<file path="config.mk">
export PLATFORM = sky130hd
export DESIGN_NAME = dmem_master
export DESIGN_NICKNAME = d
export VERILOG_FILES = /design/src/rtl/dmem_master.sv
export SDC_FILE = /design/constraint.sdc
export NUM_CORES = 1
export LEC_CHECK = 0
export ABC_AREA = 1
export CAP_MARGIN = 20
export CORE_MARGIN = 3
export CORE_UTILIZATION = 42
export DETAILED_ROUTE_END_ITERATION = 16
export GPL_TIMING_DRIVEN = 0
export PLACE_DENSITY = 0.83
export RECOVER_POWER = 100
export SLEW_MARGIN = 20
export SYNTH_ARGS = -nofsm -noshare
export SYNTH_HDL_FRONTEND = slang
export SYNTH_SLANG_ARGS = --single-unit
</file>
<file path="constraint.sdc">
create_clock -name clk -period 2 [get_ports clk]
set_input_delay 0.3 -clock clk [delete_from_list [all_inputs] [get_ports clk]]
set_output_delay 0.3 -clock clk [all_outputs]
set_load 0.01 [all_outputs]
</file>
<file path="src/rtl/dmem_master.sv">
// ---------------------------------------------------------------------------
// dmem_master
//
// Converts single CPU load/store requests (LW/LB/LBU/LH/LHU/SW/SB/SH) into
// word-wide accesses on a simple synchronous data memory. Byte and halfword
// stores are done as read-modify-write. Misaligned word/halfword accesses
// finish at once with err set and never touch the memory.
//
// Ports
//   clk, rst         clock and synchronous active-high reset
//   req              request pulse, only looked at while idle
//   op[2:0]          0 LW, 1 LB, 2 LBU, 3 LH, 4 LHU, 5 SW, 6 SB, 7 SH
//   addr[31:0]       byte address (only bits [11:0] are used, 4 KiB wrap)
//   wdata[31:0]      store data, right-justified for SB/SH
//   busy             high while an access is in flight
//   done             one-cycle completion pulse
//   err              misalignment flag, valid with done
//   rdata[31:0]      extended load result, held until the next load
//   DM_ena           DM_r | DM_w
//   DM_r             read strobe, DM_rdata valid in the same cycle
//   DM_w             write strobe, committed at the next rising edge
//   DM_addr[31:0]    word index into the memory
//   DM_wdata[31:0]   word to write
//   DM_rdata[31:0]   word read from the memory
// ---------------------------------------------------------------------------
module dmem_master (
    input  logic        clk,
    input  logic        rst,
    input  logic        req,
    input  logic [2:0]  op,
    input  logic [31:0] addr,
    input  logic [31:0] wdata,
    output logic        busy,
    output logic        done,
    output logic        err,
    output logic [31:0] rdata,
    output logic        DM_ena,
    output logic        DM_r,
    output logic        DM_w,
    output logic [31:0] DM_addr,
    output logic [31:0] DM_wdata,
    input  logic [31:0] DM_rdata
);

    localparam logic [2:0] OP_LW  = 3'd0;
    localparam logic [2:0] OP_LB  = 3'd1;
    localparam logic [2:0] OP_LBU = 3'd2;
    localparam logic [2:0] OP_LH  = 3'd3;
    localparam logic [2:0] OP_LHU = 3'd4;
    localparam logic [2:0] OP_SW  = 3'd5;
    localparam logic [2:0] OP_SB  = 3'd6;
    localparam logic [2:0] OP_SH  = 3'd7;

    typedef enum logic [1:0] {
        S_IDLE,
        S_RD,
        S_WR,
        S_DONE
    } state_e;

    state_e      state_q, state_d;
    logic [2:0]  op_q,    op_d;
    logic [11:0] addr_q,  addr_d;
    logic [31:0] wd_q,    wd_d;
    logic [31:0] word_q,  word_d;
    logic [31:0] rdata_q, rdata_d;
    logic        err_q,   err_d;
    logic        rd_raw,  wr_raw;

    // Upper address bits are deliberately dropped: the memory wraps at 4 KiB.
    logic unused_addr_hi;
    assign unused_addr_hi = ^addr[31:12];

    function automatic logic is_misaligned(input logic [2:0] o, input logic [1:0] a);
        case (o)
            OP_LW, OP_SW:         return a != 2'b00;
            OP_LH, OP_LHU, OP_SH: return a[0];
            default:              return 1'b0;
        endcase
    endfunction

    function automatic logic is_load(input logic [2:0] o);
        return o inside {OP_LW, OP_LB, OP_LBU, OP_LH, OP_LHU};
    endfunction

    // Little-endian lane extraction with sign/zero extension.
    function automatic logic [31:0] extract(input logic [2:0] o, input logic [1:0] a,
                                            input logic [31:0] w);
        logic [7:0]  b;
        logic [15:0] h;
        b = w[{a, 3'b000} +: 8];
        h = w[{a[1], 4'b0000} +: 16];
        case (o)
            OP_LB:   return {{24{b[7]}}, b};
            OP_LBU:  return {24'b0, b};
            OP_LH:   return {{16{h[15]}}, h};
            OP_LHU:  return {16'b0, h};
            default: return w;
        endcase
    endfunction

    // Replace only the addressed lane(s) of the word read back in RD.
    function automatic logic [31:0] merge(input logic [2:0] o, input logic [1:0] a,
                                          input logic [31:0] w, input logic [31:0] d);
        logic [31:0] r;
        r = w;
        if (o == OP_SB)      r[{a, 3'b000} +: 8]     = d[7:0];
        else if (o == OP_SH) r[{a[1], 4'b0000} +: 16] = d[15:0];
        return r;
    endfunction

    always_comb begin
        // NOTE: every signal driven here gets a default first, so no path
        // through the case can leave one unassigned and infer a latch.
        state_d = state_q;
        op_d    = op_q;
        addr_d  = addr_q;
        wd_d    = wd_q;
        word_d  = word_q;
        rdata_d = rdata_q;
        err_d   = err_q;
        rd_raw  = 1'b0;
        wr_raw  = 1'b0;

        case (state_q)
            S_IDLE: begin
                if (req) begin
                    op_d   = op;
                    addr_d = addr[11:0];
                    wd_d   = wdata;
                    if (is_misaligned(op, addr[1:0])) begin
                        err_d   = 1'b1;
                        state_d = S_DONE;
                    end else begin
                        err_d   = 1'b0;
                        state_d = (op == OP_SW) ? S_WR : S_RD;
                    end
                end
            end
            S_RD: begin
                rd_raw = 1'b1;
                word_d = DM_rdata;
                if (is_load(op_q)) begin
                    rdata_d = extract(op_q, addr_q[1:0], DM_rdata);
                    state_d = S_DONE;
                end else begin
                    state_d = S_WR;
                end
            end
            S_WR: begin
                wr_raw  = 1'b1;
                state_d = S_DONE;
            end
            S_DONE:  state_d = S_IDLE;
            default: state_d = S_IDLE;
        endcase
    end

    always_ff @(posedge clk) begin
        // NOTE: state registers use non-blocking assignments so every flop
        // samples the pre-edge value of the others.
        if (rst) begin
            state_q <= S_IDLE;
            op_q    <= '0;
            addr_q  <= '0;
            wd_q    <= '0;
            word_q  <= '0;
            rdata_q <= '0;
            err_q   <= 1'b0;
        end else begin
            state_q <= state_d;
            op_q    <= op_d;
            addr_q  <= addr_d;
            wd_q    <= wd_d;
            word_q  <= word_d;
            rdata_q <= rdata_d;
            err_q   <= err_d;
        end
    end

    // Strobes and status are gated by rst so an in-flight write cannot
    // commit on the reset edge.
    assign DM_r     = rd_raw & ~rst;
    assign DM_w     = wr_raw & ~rst;
    assign DM_ena   = DM_r | DM_w;
    assign busy     = (state_q != S_IDLE) & ~rst;
    assign done     = (state_q == S_DONE) & ~rst;
    assign err      = done & err_q;
    assign rdata    = rdata_q;
    assign DM_addr  = {22'b0, addr_q[11:2]};
    assign DM_wdata = (op_q == OP_SW) ? wd_q : merge(op_q, addr_q[1:0], word_q, wd_q);

endmodule

</file>
* Yosys cells after proc, flatten, opt, wreduce, memory -nomap -nowiden
Cells that the tools add are included.
** Storage, ports and cells
- Bits in registers :: 114
- Bits of input ports :: 102
- Output and inout port bits :: 102
- Word-level logic and storage cells :: 64
** Cells by class
- $add $sub $neg :: 2
- Equality and inequality tests :: 15
- Shifts and indexed selects :: 6
- Muxes and demuxes :: 17
- Bitwise operators :: 7
- Reduce and logical (&&, ||, !) cells :: 10
** Operators with widths (count)
- case mux 32 bit (4 select lines) :: 1
- two-way mux 32 bit :: 3
- bitwise mux 32 bit :: 2
- variable shift 16 x 7 -> 32 bit (first input constant) :: 1
- variable shift 8 x 7 -> 32 bit (first input constant) :: 1
- indexed part select 16 x 7 -> 32 bit :: 1
- indexed part select 32 x 6 -> 16 bit :: 1
- indexed part select 32 x 6 -> 8 bit :: 1
- indexed part select 8 x 7 -> 32 bit :: 1
- == test 3 bit (second input constant) :: 7
- negation 5 -> 7 bit :: 2
- == test 3 x 2 -> 1 bit (second input constant) :: 3
- case mux 2 bit (4 select lines) :: 1
- logical NOT 3 bit :: 2
- two-way mux 1 bit :: 6
- two-way mux 2 bit :: 3
- AND 1 bit :: 5
- nonzero test 5 bit :: 1
- == test 2 bit (second input constant) :: 2
- AND reduction 2 bit :: 2
- nonzero test 2 bit :: 2
- == test 3 x 1 -> 1 bit (second input constant) :: 1
- OR reduction 3 bit :: 1
- == test 2 x 1 -> 1 bit (second input constant) :: 1
- 6 further kinds :: 6

* Longest topological paths before layout
- Depth in word-level cells :: 8
- Gate-level depth with buffers :: 11
- Gate-level depth less buffers :: 9

* Worst setup path after synthesis
Ideal clock, no wire load.
- Kind :: reg2out
- Start point :: register addr_q[0]
- End point :: output port DM_wdata[19]
- Data arrival time :: 1.901 ns
- Data required time :: 1.700 ns
- Slack :: -0.201 ns
- Stages on the path, launching flop included :: 10
- Buffers on the path :: 1
- Cell sequence :: dfxtp_1 inv_1 clkbuf_1 ha_1 inv_1 nor2_1 nand3_1 o21ai_0 nand3_1 nand2_1
** On the way
- Word-level cells in the longest chain between the ends :: 5
- Elaborated cells between the ends (all ways) :: 6
- Those cells by class :: add/sub (1); shift (2); mux (3)
** RTL lines
- from (decl) :: RTL line 63 : logic [11:0] addr_q, addr_d;
- from (signal assigned) :: RTL line 173 : addr_q <= addr_d;
- negation 5 -> 7 bit (*) :: RTL line 107 : if (o == OP_SB) r[{a, 3'b000} +: 8] = d[7:0];
- indexed part select 8 x 7 -> 32 bit / variable shift 8 x 7 -> 32 bit (equally long branches) :: RTL line 107
- bitwise mux 32 bit (*) :: RTL line 107
- two-way mux 32 bit (*) :: RTL line 107
- two-way mux 32 bit (*) :: RTL line 191 : assign DM_wdata = (op_q == OP_SW) ? wd_q : merge(op_q, addr_q[1:0], word_q, wd_q);
- to (decl) :: RTL line 41 : output logic [31:0] DM_wdata,
Mark *: on every way between the ends. The rest lies on a longest branch, timed or not.

* Worst setup path after layout
- Start point :: register addr_q[0]
- End point :: output port DM_wdata[16]
Same word-level chain as after synthesis.

==> flow_metrics.env <==
export IMPL_die_h_microns=129
export IMPL_synthDistinctLibCells=33
export IMPL_cts_made_buffers=17
export IMPL_power_density_mw_per_mm2=1170
export IMPL_cts_clk_slew_worst_paths_ns=0.05
export IMPL_post_synth_top_area_cell="dfxtp_1"
export IMPL_ctsHoldBuffers=0
export IMPL_slew_viol_final=0
export IMPL_slew_headroom_pct=44.3
export IMPL_fin_skew_ns=0.00669
export IMPL_gr_total_overflow=0
export IMPL_maxCapViolations=0
export IMPL_start_util_pct=43.3
export IMPL_hold_viol=0
export IMPL_dr_first_iter_drc_count=1000
export IMPL_synth_edf_count=0
export IMPL_cp_slowest_cell="dfxtp_4"
export IMPL_status="complete, but fails checks"
export IMPL_met3_usage_pct=7.14
export IMPL_synth_top_area_share_pct=36.0
export IMPL_peakVddDrop_uv=832
export IMPL_row_count=44
export IMPL_synth_ff_type="dfxtp_1"
export IMPL_io_pins=204
export IMPL_insertion_delay_ns=0.43
export IMPL_die_w_microns=129
export IMPL_min_path_type="input port to flop"
export IMPL_wl_per_cell_microns=16.8
export IMPL_drtPass1Iterations=8
export IMPL_ys_seq_elements=114
export IMPL_violations="negative setup slack"
export IMPL_clock_path_buffers=2
export IMPL_viasPerCell=5.47
export IMPL_busiest_layer="met2"
export IMPL_num_vias=7692
export IMPL_clock_fmax_mhz=397
export IMPL_clock_root_buffer="clkbuf_16"
export IMPL_intPower_mw=6.85
export IMPL_grt_use_met1_pct=32.8
export IMPL_port_buffers=160
export IMPL_synth_area_sq_mm=0.00634
export IMPL_setup_ws_ns=-0.519
export IMPL_nFillCells=1260
export IMPL_switching_share_pct=37.4
export IMPL_worst_pin_slew_ns=0.835
export IMPL_fin_crit_ns=2.52
export IMPL_setup_viol=36
export IMPL_cp_max_fo=8
export IMPL_antenna_cells=0
export IMPL_antenna_left=0
export IMPL_nets=1321
export IMPL_p_leak_nw=4.42
export IMPL_ys_async_sr_fraction_pct=0
export IMPL_yosysWarnings=0
export IMPL_layout_drive_gt1_share_pct=20.0
export IMPL_place_congestion=0.940
export IMPL_worst_setup_path_end_kind="primary output"
export IMPL_finalCritPeriodShare_pct=126
export IMPL_power_share_clock_pct=29.8
export IMPL_pwr_share_seq_pct=30.0
export IMPL_fin_setup_tns_ns=-10.75
export IMPL_core_area_sq_mm=0.0146
export IMPL_yosysMostFrequentCell="nor2_1"
export IMPL_cp_required_ns=1.70
export IMPL_fin_hold_ws_ns=0.312
export IMPL_cts_sinks=114
export IMPL_grt_max_degree=17
export IMPL_totalWireLength_microns=23600
export IMPL_htreeDepth=4
export IMPL_synth_common_cells="nor2_1 (217), nand2_1 (184), o21ai_0 (130)"
export IMPL_syn_avg_cell_area_sq_um=6.48
export IMPL_grt_use_met2_pct=42.4
export IMPL_power_frac_comb_pct=40.2
export IMPL_grt_pass1_vias=6739
export IMPL_die_area_sq_mm=0.0166
export IMPL_critPathLaunchType="flop"
export IMPL_synthTopCellsByArea="dfxtp_1 (36%), nor2_1 (13%), nand2_1 (11%)"
export IMPL_p_switching_mw=4.09
export IMPL_synth_cells=979
export IMPL_rsz0062_at_grt="true"
export IMPL_grt_pass1_wl_microns=33700
export IMPL_place_ws_ns=-0.921
export IMPL_grtUsageTotal_pct=25.9
export IMPL_cts_tree="yes"
export IMPL_area_growth_pct=48.1
export IMPL_arrival_ns=2.22
export IMPL_cp_cell_sequence="inv_4, buf_8, ha_1, inv_1, a21oi_1, o21ai_2, nand3_1, nand2_1, buf_2"
export IMPL_grt_antenna_before_repair=1
export IMPL_ys_seq_area_share_pct=36.0
export IMPL_detailedPlacementHpwl_microns=15800
export IMPL_crit_type="flop to primary output"
export IMPL_route_detailed_drc=0
export IMPL_slowest_delay_ns=0.36
-- metal layers --
metal / vias to the layer above / wire length [microns]
met5: - / 13
met4: 2 / 1090
met3: 122 / 2370
met2: 522 / 10900
met1: 3461 / 9160
li1: 3585 / -
-- logic make-up after synthesis --
| group | share of synthesized area (%) |
|---|---|
| compound gates | 14.5 |
| fa+ha+maj | 1.78 |
| buf+inv | 11.0 |
| flops | 36.0 |
| mux | 1.11 |
| other cells | 0.0591 |
| simple gates | 35.6 |
-- worst max-delay path: cells and delay by family, from the launching register on --
family | cells | cell delay, ns
buffers and inverters | 4 | 0.54
adder cells (fa/ha/maj) | 1 | 0.24
flip-flops | 1 | 0.36
AO/OA/AOI/OAI | 2 | 0.46
AND/OR/NAND/NOR | 2 | 0.20
-- power groups by stage --
stage	Clock [mW]	Sequential, mW	Combinational (mW)
after floorplan	0	3.24	2.35
after global placement	0	3.27	4.01
after detailed placement	0	3.29	4.07
after CTS	3.25	3.26	4.22
after global routing	3.38	3.33	4.79
final	3.27	3.28	4.40
-- path summary, 6_finish.rpt --
| check | slack (ns) | from | end | cells past startpoint |
|---|---|---|---|---|
| min reg2reg | 0.48 | err_q | err_q | 2 |
| max | -0.52 | addr_q[0] | DM_wdata[16] | 9 |
| min | 0.31 | rst | state_q[1] | 2 |
| max reg2reg | -0.11 | op_q[1] | rdata[15] | 10 |
-- layout by cell type, fill, tap and decap left out, drive strengths merged, types with 34 or more instances in the layout --
master	n
a21oi	34
clkdlybuf4s50	81
o21ai	133
nand3	95
dlygate4sd3	42
nand2	192
dfxtp	114
buf	119
inv	51
clkbuf	53
nor2	222
-- per-stage QoR --
stage	cells	power, mW	cell area, sq um	utilization, %
after floorplan	1000	5.59	6430	-
after global placement	1344	7.28	8260	56.4
after detailed placement	1344	7.35	8260	56.4
after CTS	1395	10.7	9160	62.6
after global routing	1406	11.5	9390	64.1
final	1406	10.9	9390	64.1
-- sequential cells by signal (all words and copies together), names as in the netlist --
register,flops
addr_q,12
err_q,1
op_q,3
rdata,32
state_q,2
wd_q,32
word_q,32
-- repair_timing --
action	in CTS	in global routing
setup buffers	21	12
gates resized for setup	224	70
cloned	1	1
pin swaps	50	40
endpoints found under the setup margin	37	69
-- layout make-up --
type                       count  area, sq um  share of cell area (%)
timing repair buffer         194         1770                    18.9
clock inverter                10          156                    1.67
tap                          184          230                    2.45
buffer                        83          518                    5.52
multi-input combinational    747         3720                    39.6
sequential                   114         2290                    24.4
inverter                      53          230                    2.45
clock buffer                  21          470                    5.01
Power figures use the tool's default switching activity.
==> edit 1, RTL diff (same settings) <==
`rdata_q` no longer has a reset.
--- a/src/rtl/dmem_master.sv
+++ b/src/rtl/dmem_master.sv
@@ -167,3 +167,2 @@
             word_q  <= '0;
-            rdata_q <= '0;
             err_q   <= 1'b0;
@@ -175,5 +174,8 @@
             word_q  <= word_d;
-            rdata_q <= rdata_d;
             err_q   <= err_d;
         end
+    end
+
+    always_ff @(posedge clk) begin
+        rdata_q <= rdata_d;
     end
Formal check against the unedited RTL: differs if rst is asserted again (counterexample within 4 cycles, from zero or initial values and one cycle with rst high); with rst held inactive, the same outputs for 4 cycles.
==> edit 1 against the unedited design <==
The run still ends with setup timing left. First-iteration DRC count down 12%. Via count is 1.8% lower. Sequential cell count unchanged. Final cell count up 3.1%. Area after synthesis is 4.4% higher. Cell area grew 3.9%. Routed wire length rose by 0.14%. Combinational power down 27%. Setup slack got worse by 0.091 ns. Die area rose by 4.2%. Power decreased by 13%. Sequential share of layout area up 2.3 points. Highest routed layer is now met4.
==> edit 1: results (changes against the unedited design) <==
* Critical Path Max Stage Delay at 0.34 ns (-0.02 ns)
* Routed via count at 7550 (-1.8%)
* Detailed Place HPWL at 16800 µm (+6.3%)
* DR iter-0 viols at 885 (-12%)
* Area after DPL at 0.00862 mm² (+4.4%)
* Status: finished, violations left
* Failing checks: setup timing
* Synth area leaders: dfxtp_1, nand2_1, edfxtp_1
* GPL Wtd Cong at 0.968 (+3.0%)
* GRT Util Overall at 0.264 (+0.00500)
* Crit end category: primary output
* Dpl ws at -0.978 ns (-0.0576 ns)
* Layout cells sized above 1 at 0.208 (+0.00856)
* Syn_area_per_cell at 6.68 µm² (+3.2%)
* Combinational gate power at 0.00322 W (-27%)
* Wirelength, routed at 23600 µm (+0.14%)
* Mapped Area at 0.00662 mm² (+4.4%)
* FFs w/ async S/R, synth at 0 (unchanged)
* Worst Path Arrival at 2.31 ns (+0.09 ns)
* Placed cells at 1382 (+2.8%)
* Sw Ratio at 0.341 (-0.0331)
* Setup crit start: addr_q[1]$_SDFFE_PP0P_
* Slowest cell on the critical path: dfxtp_2
* Final Hold Viols at 0 (unchanged)
* Clock skew at 0.00375 ns (-0.00294 ns)
* Hold crit path type: input port to flip-flop
* Seq pwr share at 0.332 (+0.032)
* Final WS setup at -0.610 ns (-0.0906 ns)
* Initial antenna violation count at 0 (-1)
* Vias in the first global route at 7049 (+4.6%)
* First-pass GRT wire length at 36700 µm (+8.8%)
* Largest net degree at the start of global routing at 33 (+16)
* Synth unique cells at 32 (-3.0%)
* Post-synthesis sequential area ratio at 0.393 (+0.0334)
* Post-synth EDFFs at 32 (+32)
* Peak supply drop at 680 µV (-18%)
* Wire per inst at 16.3 µm (-2.9%)
* Setup TNS Final at -24.50 ns (-13.75 ns)
* Pin slew with the least headroom to its limit at 0.683 ns (-0.151 ns)
* Final net count at 1337 (+1.2%)
* R2R Path Start: state_q[1]$_SDFFE_PP0P_
* # setup viols final at 76 (+110%)
* 1st-pass router iterations at 5 (-3)
* Leakage power at 4.51 nW (+2.1%)
* Post-synth top cells: nand2_1, nor2_1, o21ai_0
edit 1: cell types whose count changed in the layout (fill, tap and decap cells not counted), sizes merged, moves of 7 or more:
cell,delta
o21bai,-8
edfxtp,+32
clkinv,+7
inv,-16
dfxtp,-32
nor2,-58
nand2,+129
o21ai,-19
nand3b,-12
o211ai,+9
mux2i,-7
a21oi,+15
nand3,-21
edit 1: logic make-up (layout without fill, tap and decap cells):
group                      after synthesis  in the layout  synth area share
AOI/OAI and AO/OA                      173            173             0.139
other                                    1             22          0.000567
buffers and inverters                  123            351            0.0955
adders and majority gates                9              9            0.0170
DFF                                    114            114             0.393
and+or+nand+nor                        570            570             0.355
edit 1: per-layer routing:
layer	wire, µm	track usage	up-vias
met5	0	0	-
met4	679	0.0957	0
met3	2230	0.0601	63
met2	11100	0.432	432
met1	9610	0.341	3422
li1	-	-	3633
edit 1: what timing repair did:
action | 4_1_cts | 5_1_grt
buffers inserted | 25 | 11
hold endpoints to repair | 0 | 0
pin swaps | 42 | 31
cloned | 0 | 0
endpoints found under the setup margin | 78 | 87
resized for setup | 229 | 53
edit 1: path summary, 6_finish.rpt:
| kind | end | slack, ns | depth (start not counted) |
|---|---|---|---|
| max | DM_wdata[2] | -0.61 | 13 |
| min | err_q$_SDFFE_PP0P_ | 0.23 | 2 |
| max reg2reg | rdata[11]$_DFFE_PP_ | -0.19 | 6 |
| min reg2reg | err_q$_SDFFE_PP0P_ | 0.47 | 2 |
edit 1: area by class of cell:
cell class / instances / area [µm²]
Buffer: 84 / 512
Clock buffer: 17 / 425
Clock inverter: 15 / 171
Fill cell: 1357 / 5560
Inverter: 39 / 173
Multi-Input combinational cell: 774 / 3750
Sequential cell: 114 / 2610
Tap cell: 211 / 264
Timing Repair Buffer: 196 / 1850
==> edit 2, RTL diff (config.mk and constraints unchanged) <==
Made on the original files. The 4 states of `state_e` get a one-hot encoding in 4 bits.
--- a/src/rtl/dmem_master.sv
+++ b/src/rtl/dmem_master.sv
@@ -53,7 +53,7 @@
 
-    typedef enum logic [1:0] {
-        S_IDLE,
-        S_RD,
-        S_WR,
-        S_DONE
+    typedef enum logic [3:0] {
+        S_IDLE = 4'b0001,
+        S_RD   = 4'b0010,
+        S_WR   = 4'b0100,
+        S_DONE = 4'b1000
     } state_e;
Check against the original RTL: same outputs for any inputs over 4 cycles, from zero or initial values and one cycle with rst high; so few cycles prove little.
==> edit 2 against the unedited design <==
Routed wire length increased by 8.0%. The run still ends with setup timing left. Critical path type unchanged. Core utilization increased by 0.87 points. Area after synthesis increased by 2.2%. Cell area increased by 2.5%. Die area increased by 2.1%. Setup slack improved by 0.0033 ns. Count of clock-buffer cells in the layout increased by 2. Sequential cell count increased by 2.
Power is not compared: it rests on default switching activity, and its combinational part moved more than twofold at a synthesized area within 25%.
==> edit 2: results (changes against the unedited design) <==
* Status: finished, violations left
* Failing checks: setup timing
* GPL Wtd Cong at 1.04 (+10%)
* Count of plain and timing-repair buffers at 285 (+2.9%)
* GRT Util Overall at 0.283 (+0.0241)
* Die Wd at 130 µm (+1.0%)
* Post-synthesis sequential area ratio at 0.358 (-0.00154)
* Number of clock buffers in the layout at 23 (+9.5%)
* Slowest cell on the critical path: dfxtp_2
* Layout cells sized above 1 at 0.190 (-0.00935)
* R2R Path Start: state_q[2]$_SDFFE_PP0P_
* Setup TNS Final at -14.34 ns (-3.58 ns)
* FFs w/ async S/R, synth at 0 (unchanged)
* Setup bufs post-CTS at 23 (+9.5%)
* Number of multi-input logic gates at 746 (-0.13%)
* Hold Path Stages at 3 (+1)
* Initial antenna violation count at 0 (-1)
* CP max FO at 5 (-3)
* Hold Startpoint: req
* Hold EP: wd_q[31]$_SDFFE_PP0P_
* Vias in the first global route at 7220 (+7.1%)
* Pwr Density at 745 mW/mm²
* Final WS setup at -0.516 ns (+0.00330 ns)
* Final net count at 1376 (+4.2%)
* Fraction of area in multi-input gates at 0.389 (-0.00708)
* NonClk Buf Share at 0.243 (-0.000887)
* Seq cells at 116 (+1.8%)
* Critical Path Max Stage Delay at 0.34 ns (-0.02 ns)
* Area after DPL at 0.00842 mm² (+2.0%)
* DR iter-0 viols at 1158 (+16%)
* Synth area leaders: dfxtp_1, nand2_1, o21ai_0
* Clock network share of area at 0.0588 (-0.00800)
* # setup viols final at 49 (+36%)
* Post-synthesis mux area share at 0 (-0.0111)
* Number of gates resized after cts at 223 (-0.45%)
* Sequential Power at around 0.0025 W
* Adder-cell share of the synthesized area at 0.00966 (-0.00811)
* Worst r2r dst: rdata[28]$_SDFFE_PP0P_
* Detailed Place HPWL at 17900 µm (+13%)
* Pin slew with the least headroom to its limit at 0.849 ns (+0.0146 ns)
* Routed via count at 8018 (+4.2%)
* Storage cell area at 0.00233 mm² (+1.6%)
* First-pass GRT wire length at 37300 µm (+11%)
* Post-synthesis compound-gate area fraction at 0.214 (+0.0689)
* Post-synth top cells: nand2_1, dfxtp_1, nor2_1
* Wire per inst at 17.4 µm (+3.6%)
* Clock skew at 0.00576 ns (-0.000931 ns)
* Layout filler cell count at 1253 (-0.56%)
==> edit 2: cell count changes in the layout (fill, tap and decap cells not counted), moves of 11 or more <==
cell | unedited run | this run
o211ai_1 | 0 | 12
nand3_1 | 79 | 64
o21ai_0 | 114 | 103
nor2_1 | 214 | 101
o21ai_2 | 14 | 3
nand2_1 | 173 | 227
inv_1 | 36 | 89
a21oi_1 | 34 | 98
o21ai_1 | 3 | 38
nand3b_1 | 12 | 0
==> edit 2: per-stage QoR <==
stage / hold WS (ns) / worst slack [ns] / std cells
CTS: 0.329 / -0.458 / 1451
detailed placement: 0.447 / -0.963 / 1398
floorplan: 0.430 / 0.00754 / 1054
global route: 0.394 / -0.591 / 1466
global placement: 0.439 / -0.976 / 1398
finish: 0.330 / -0.516 / 1466
==> edit 2: cells by family after synthesis <==
kind of cell               after synthesis
other                                    1
adders and majority gates                5
AOI/OAI and AO/OA                      268
DFF                                    116
and+or+nand+nor                        450
buffers and inverters                  193
==> edit 2: worst max path at each step <==
stage / to / cells past startpoint / start
5_1_grt: DM_wdata[20] / 12 / addr_q[1]$_SDFFE_PP0P_
3_5_place_dp: DM_wdata[27] / 11 / addr_q[1]$_SDFFE_PP0P_
4_1_cts: DM_wdata[20] / 12 / addr_q[1]$_SDFFE_PP0P_
3_3_place_gp: DM_wdata[11] / 11 / addr_q[1]$_SDFFE_PP0P_
6_report: DM_wdata[17] / 12 / addr_q[1]$_SDFFE_PP0P_
2_1_floorplan: DM_wdata[30] / 10 / addr_q[0]$_SDFFE_PP0P_
==> edit 2: metal layers <==
layer,track usage,up-vias,share of wire
met5,0,-,0
met4,0.125,0,0.044
met3,0.0884,87,0.11
met2,0.443,470,0.45
met1,0.357,3673,0.39
li1,-,3788,-
